`config.mk`:
```
export PLATFORM = sky130hd
export DESIGN_NAME = pw_bit_cfg_seq
export DESIGN_NICKNAME = d
export VERILOG_FILES = /design/src/rtl/pw_bit_cfg_seq.sv
export SDC_FILE = /design/constraint.sdc
export NUM_CORES = 2
export LEC_CHECK = 0
export ABC_AREA = 1
export CORE_AREA = 8 8 344 346
export CTS_BUF_LIST = sky130_fd_sc_hd__clkbuf_8
export DETAILED_ROUTE_END_ITERATION = 8
export DIE_AREA = 0 0 352 354
export DONT_BUFFER_PORTS = 1
export PLACE_DENSITY = 0.58
export SYNTH_ARGS = -nofsm -noshare
export SYNTH_HDL_FRONTEND = slang
export SYNTH_SLANG_ARGS = --single-unit
export TNS_END_PERCENT = 10
```
`constraint.sdc`:
```
create_clock -name aclk -period 2.89 [get_ports aclk]
set_input_delay 0.4335 -clock aclk [delete_from_list [all_inputs] [get_ports aclk]]
set_output_delay 0.4335 -clock aclk [all_outputs]
set_load 0.03 [all_outputs]
```
`src/rtl/pw_bit_cfg_seq.sv`:
```
// pw_bit_cfg_seq: writes a NUM_REGS-word register image to an AXI4-Lite slave, highest index first.
// Define PW_BIT_CFG_AUTO_EN to add a free-running counter that restarts the sequence every AUTO_PERIOD cycles.
module pw_bit_cfg_seq #(
    parameter int AXI_ID_WIDTH   = 1,
    parameter int AXI_DATA_WIDTH = 32,
    parameter int AXI_ADDR_WIDTH = 8,
    parameter int NUM_REGS       = 32,
    parameter int AUTO_PERIOD    = 3000,
    localparam int IDX_W         = (NUM_REGS > 1) ? $clog2(NUM_REGS) : 1
) (
    input  logic                        aclk,
    input  logic                        aresetn,
    input  logic                        start,
    output logic                        busy,
    output logic                        done,
    output logic                        err,
    input  logic                        img_we,
    input  logic [IDX_W-1:0]            img_addr,
    input  logic [AXI_DATA_WIDTH-1:0]   img_wdata,
    output logic [AXI_ID_WIDTH-1:0]     m_axi_awid,
    output logic [AXI_ADDR_WIDTH-1:0]   m_axi_awaddr,
    output logic [2:0]                  m_axi_awprot,
    output logic                        m_axi_awvalid,
    input  logic                        m_axi_awready,
    output logic [AXI_DATA_WIDTH-1:0]   m_axi_wdata,
    output logic [AXI_DATA_WIDTH/8-1:0] m_axi_wstrb,
    output logic                        m_axi_wvalid,
    input  logic                        m_axi_wready,
    input  logic [AXI_ID_WIDTH-1:0]     m_axi_bid,
    input  logic [1:0]                  m_axi_bresp,
    input  logic                        m_axi_bvalid,
    output logic                        m_axi_bready
);

    typedef enum logic [1:0] {IDLE, XFER, RESP, NEXT} state_t;

    localparam logic [IDX_W-1:0] LAST_IDX = IDX_W'(NUM_REGS - 1);

    state_t                    state;
    logic [IDX_W-1:0]          idx;
    logic [AXI_DATA_WIDTH-1:0] image [NUM_REGS];
    logic                      start_int;
    logic                      aw_fin;
    logic                      w_fin;
    logic                      unused_bid;

    assign m_axi_awid   = '0;
    assign m_axi_awprot = '0;
    assign m_axi_wstrb  = '1;
    assign unused_bid   = ^m_axi_bid;

    function automatic logic [AXI_ADDR_WIDTH-1:0] byte_addr(input logic [IDX_W-1:0] i);
        return AXI_ADDR_WIDTH'({i, 2'b00});
    endfunction

`ifdef PW_BIT_CFG_AUTO_EN
    logic [31:0] auto_cnt;

    always_ff @(posedge aclk) begin
        if (!aresetn) begin
            auto_cnt <= 32'(AUTO_PERIOD - 1);
        end else if (auto_cnt == '0) begin
            auto_cnt <= 32'(AUTO_PERIOD - 1);
        end else begin
            auto_cnt <= auto_cnt - 1'b1;
        end
    end

    // A reload that lands while busy is dropped by the IDLE-only start decode below.
    assign start_int = start | (auto_cnt == '0);
`else
    localparam int unused_auto_period = AUTO_PERIOD;
    assign start_int = start;
`endif

    // The image is frozen while a sequence runs so every word sent belongs to the same snapshot.
    always_ff @(posedge aclk) begin
        if (!aresetn) begin
            for (int i = 0; i < NUM_REGS; i++) begin
                image[i] <= '0;
            end
        end else if (img_we && !busy && (32'(img_addr) < NUM_REGS)) begin
            image[img_addr] <= img_wdata;
        end
    end

    assign aw_fin = !m_axi_awvalid || m_axi_awready;
    assign w_fin  = !m_axi_wvalid  || m_axi_wready;

    always_ff @(posedge aclk) begin
        if (!aresetn) begin
            state         <= IDLE;
            idx           <= '0;
            busy          <= 1'b0;
            done          <= 1'b0;
            err           <= 1'b0;
            m_axi_awaddr  <= '0;
            m_axi_wdata   <= '0;
            m_axi_awvalid <= 1'b0;
            m_axi_wvalid  <= 1'b0;
            m_axi_bready  <= 1'b0;
        end else begin
            done <= 1'b0;
            case (state)
                IDLE: begin
                    if (start_int) begin
                        idx           <= LAST_IDX;
                        err           <= 1'b0;
                        busy          <= 1'b1;
                        m_axi_awaddr  <= byte_addr(LAST_IDX);
                        m_axi_wdata   <= image[LAST_IDX];
                        m_axi_awvalid <= 1'b1;
                        m_axi_wvalid  <= 1'b1;
                        state         <= XFER;
                    end
                end
                XFER: begin
                    if (m_axi_awvalid && m_axi_awready) begin
                        m_axi_awvalid <= 1'b0;
                    end
                    if (m_axi_wvalid && m_axi_wready) begin
                        m_axi_wvalid <= 1'b0;
                    end
                    if (aw_fin && w_fin) begin
                        m_axi_bready <= 1'b1;
                        state        <= RESP;
                    end
                end
                RESP: begin
                    if (m_axi_bvalid) begin
                        m_axi_bready <= 1'b0;
                        if (m_axi_bresp != 2'b00) begin
                            err <= 1'b1;
                        end
                        if (idx != '0) begin
                            state <= NEXT;
                        end else begin
                            busy  <= 1'b0;
                            done  <= 1'b1;
                            state <= IDLE;
                        end
                    end
                end
                NEXT: begin
                    idx           <= idx - 1'b1;
                    m_axi_awaddr  <= byte_addr(idx - 1'b1);
                    m_axi_wdata   <= image[idx - 1'b1];
                    m_axi_awvalid <= 1'b1;
                    m_axi_wvalid  <= 1'b1;
                    state         <= XFER;
                end
                default: state <= IDLE;
            endcase
        end
    end

endmodule
```
==> flow_summary.toml <==
[timing]
slew_headroom = 0.379
worst_pin_slew_ns = 0.931
drv_slew = 0
finClkSkew_ns = 0.0413
hold-worst-slack_ns = 0.0582
setup-violations-final = 0
hold_viol_final = 0
rsz0062_at_grt = "no"
period_share = 0.939
fmax_ghz = 0.369
period_needed_ns = 2.71
fin_setup_tns_ns = 0

[worst_setup_path]
r2r-start = "m_axi_awaddr[2]"
worstPathRequired_ns = 3.68
cp.arrival_ns = 3.50
startpoint = "m_axi_awaddr[2]"
crit_path_max_fanout = 65
critPathKind = "register to register"
critPathLaunchType = "register"
crit_path_end_kind = "register"

[clocking]
cts_tree = "done"
clkTransAtPathRegs_ns = 0.07
htreeDepth = 4
clk-insertion-delay-late_ns = 0.84
root_buffer = "clkbuf_8"
numCtsBuffers = 178
clockBufferDepth = 3
cts_sinks = 1069

[route]
ant_nets = 0
drc_errors = 0
first_iter_violations = 4032
num_vias = 37500
vias_per_cell = 5.26
wl_per_cell_um = 21.1
drt-total-wl_um = 151000
dr.pass1.iters = 6

[synth]
yosys.area.top_type = "edfxtp_1"
synth_top_area_frac = 0.610
syn_inst = 5514
yosys_register_bits = 1069
ys_top_cells_by_area = "edfxtp_1, nand2_1, nor2_1"
ys_warn_count = 0
synth_xor_area_frac = 0.000347
synth_edf_count = 1024
synth_compound_area_frac = 0.00990
yosys-top-cells-count = "nand2_1, nor2_1, edfxtp_1"
synth_flop_cell = "edfxtp_1"
yosysSeqAreaShare = 0.628
synthAdderAreaFrac = 0.00149
syn_avg_cell_area_um2 = 9.14
yosysMostFrequentCell = "nand2_1"
synth_async_sr_flop_share = 0
synth_cell_types = 31
synthMuxAreaShare = 0
synth_top_family_by_area = "simple AND/OR/NAND/NOR gates"
syn-cell-area_mm2 = 0.0504
yosys.area_share.simple = 0.277

[global_route]
antenna_found_initial = 2
grt_pass1_wl_um = 226000
grt_usage = 0.235
globalRouteOverflowTotal = 0
grt_max_degree = 129
grt_pass1_vias = 35800

[place]
place_congestion = 0.834
port_buffers = 0
place_area_mm2 = 0.0518
hpwl_um = 86000

[floorplanning]
fp.coreArea_mm2 = 0.113
die_y_um = 354
die_w_um = 352
initial_core_util = 0.446
placementRows = 124
ios = 101
die_area_mm2 = 0.125

[pwr]
switching_share = 0.332
power_density_mw_per_mm2 = 717
power_frac_seq = 0.456
combPwrFrac = 0.232
switchingPower_mw = 13.1
pwr-share-clk = 0.313
leakage_nw = 24.0
ir_drop_mv = 0.369
internal-power_mw = 26.4

[min_path]
worstHoldStart = "aresetn"
min_path_type = "input pin to register"

[final_layout]
multi_input_area_mm2 = 0.0147
syn2layout_area_growth_pct = 9.49
register_area_mm2 = 0.0317
nNetsFinal = 5530
nFillCells = 10600
fin_area_mm2 = 0.0552
drive_gt1_frac = 0.0775

[run_status]
status = "complete, no violations"

[flow_run]
cap_viol_max_count = 0
-- critical path, cell delays in order, from the launching register on --
cell and delay (ns):
dfxtp_4 0.36, inv_8 0.06, buf_12 0.31, nand3_2 0.14
inv_1 0.10, nand2_1 0.06, nand2_2 0.45, buf_4 0.41
o221ai_1 0.14, dlygate4sd3_1 0.57, inv_1 0.05
-- state kept, by name (all words and copies together) (netlist names) --
| name | flops |
|---|---|
| err | 1 |
| m_axi_awaddr | 5 |
| m_axi_bready | 1 |
| m_axi_wdata | 32 |
| state | 2 |
| image | 1024 |
| done | 1 |
| m_axi_awvalid | 1 |
| m_axi_wvalid | 1 |
| busy | 1 |
-- final timing paths --
path | to | slack [ns] | cells past startpoint
hold / removal | image[11][27] | 0.06 | 2
hold reg to reg | m_axi_wdata[30] | 0.59 | 4
setup / recovery | m_axi_awaddr[5] | 0.18 | 10
setup reg to reg | m_axi_awaddr[5] | 0.18 | 10
-- power by group through the flow --
stage / combinational [mW] / clock (mW) / sequential (mW)
after detailed placement: 9.08 / 0 / 18.4
after global routing: 9.94 / 13.2 / 18.1
after floorplan: 5.50 / 0 / 18.3
after CTS: 9.15 / 12.6 / 18.0
after global placement: 9.06 / 0 / 18.3
final: 9.16 / 12.4 / 18.0
-- area by class of cell --
class | count | area share
inverters | 430 | 0.0295
clock buffers | 191 | 0.0476
multi-input cells | 3590 | 0.267
clock inverters | 124 | 0.0104
diodes | 3 | 0.000136
repair buffers | 208 | 0.0382
flip-flops and latches | 1069 | 0.573
well taps | 1512 | 0.0343
-- metal layers --
layer  wire length [um]  global-route usage
met1              61900               0.311
met2              71600               0.388
met3              10500              0.0311
met4               6700               0.102
met5                  0                   0
-- metrics by stage --
step	setup slack (ns)	total power [mW]	utilization	std cells
after floorplan	0.167	23.8	-	5523
after global placement	0.192	27.4	0.458	6793
after detailed placement	0.174	27.4	0.458	6793
after CTS	0.133	39.8	0.488	7122
after global routing	0.0175	41.2	0.488	7127
final	0.177	39.6	0.488	7127
-- placed cells by master, fill, tap and decap left out --
cell	instances
nand2_1	1699
nor2_1	1057
edfxtp_1	1024
nand3_1	686
inv_1	488
clkbuf_8	191
buf_4	154
o21ai_0	59
clkinv_1	45
dfxtp_1	44
buf_12	41
a21oi_1	21
nand2_2	16
dlygate4sd3_1	13
conb_1	11
clkinv_2	11
nor3_1	8
o21ai_1	7
ha_1	5
nor3_4	4
clkinvlp_4	4
diode_2	3
nor2_4	3
a221oi_1	3
bufinv_16	3
inv_8	2
o221ai_1	2
a31oi_1	2
nand3b_1	1
inv_2	1
xnor2_2	1
xor2_4	1
nand3_2	1
a22oi_1	1
nor4_1	1
ha_4	1
dfxtp_4	1
-- cell families (layout without fill, tap and decap cells) --
group,count (synthesis),in the layout
adder cells (fa/ha/maj),6,6
buffers and inverters,865,953
AO/OA/AOI/OAI,95,95
AND/OR/NAND/NOR,3475,3476
XOR/XNOR,2,2
flip-flops,1069,1069
other,2,14
-- repair_timing --
action	CTS	global route
buffers inserted	0	1
setup endpoints to repair	0	14
hold endpoints to repair	59	0
resized for setup	0	1
hold buffers	14	0
(Power assumes the default switching activity.)
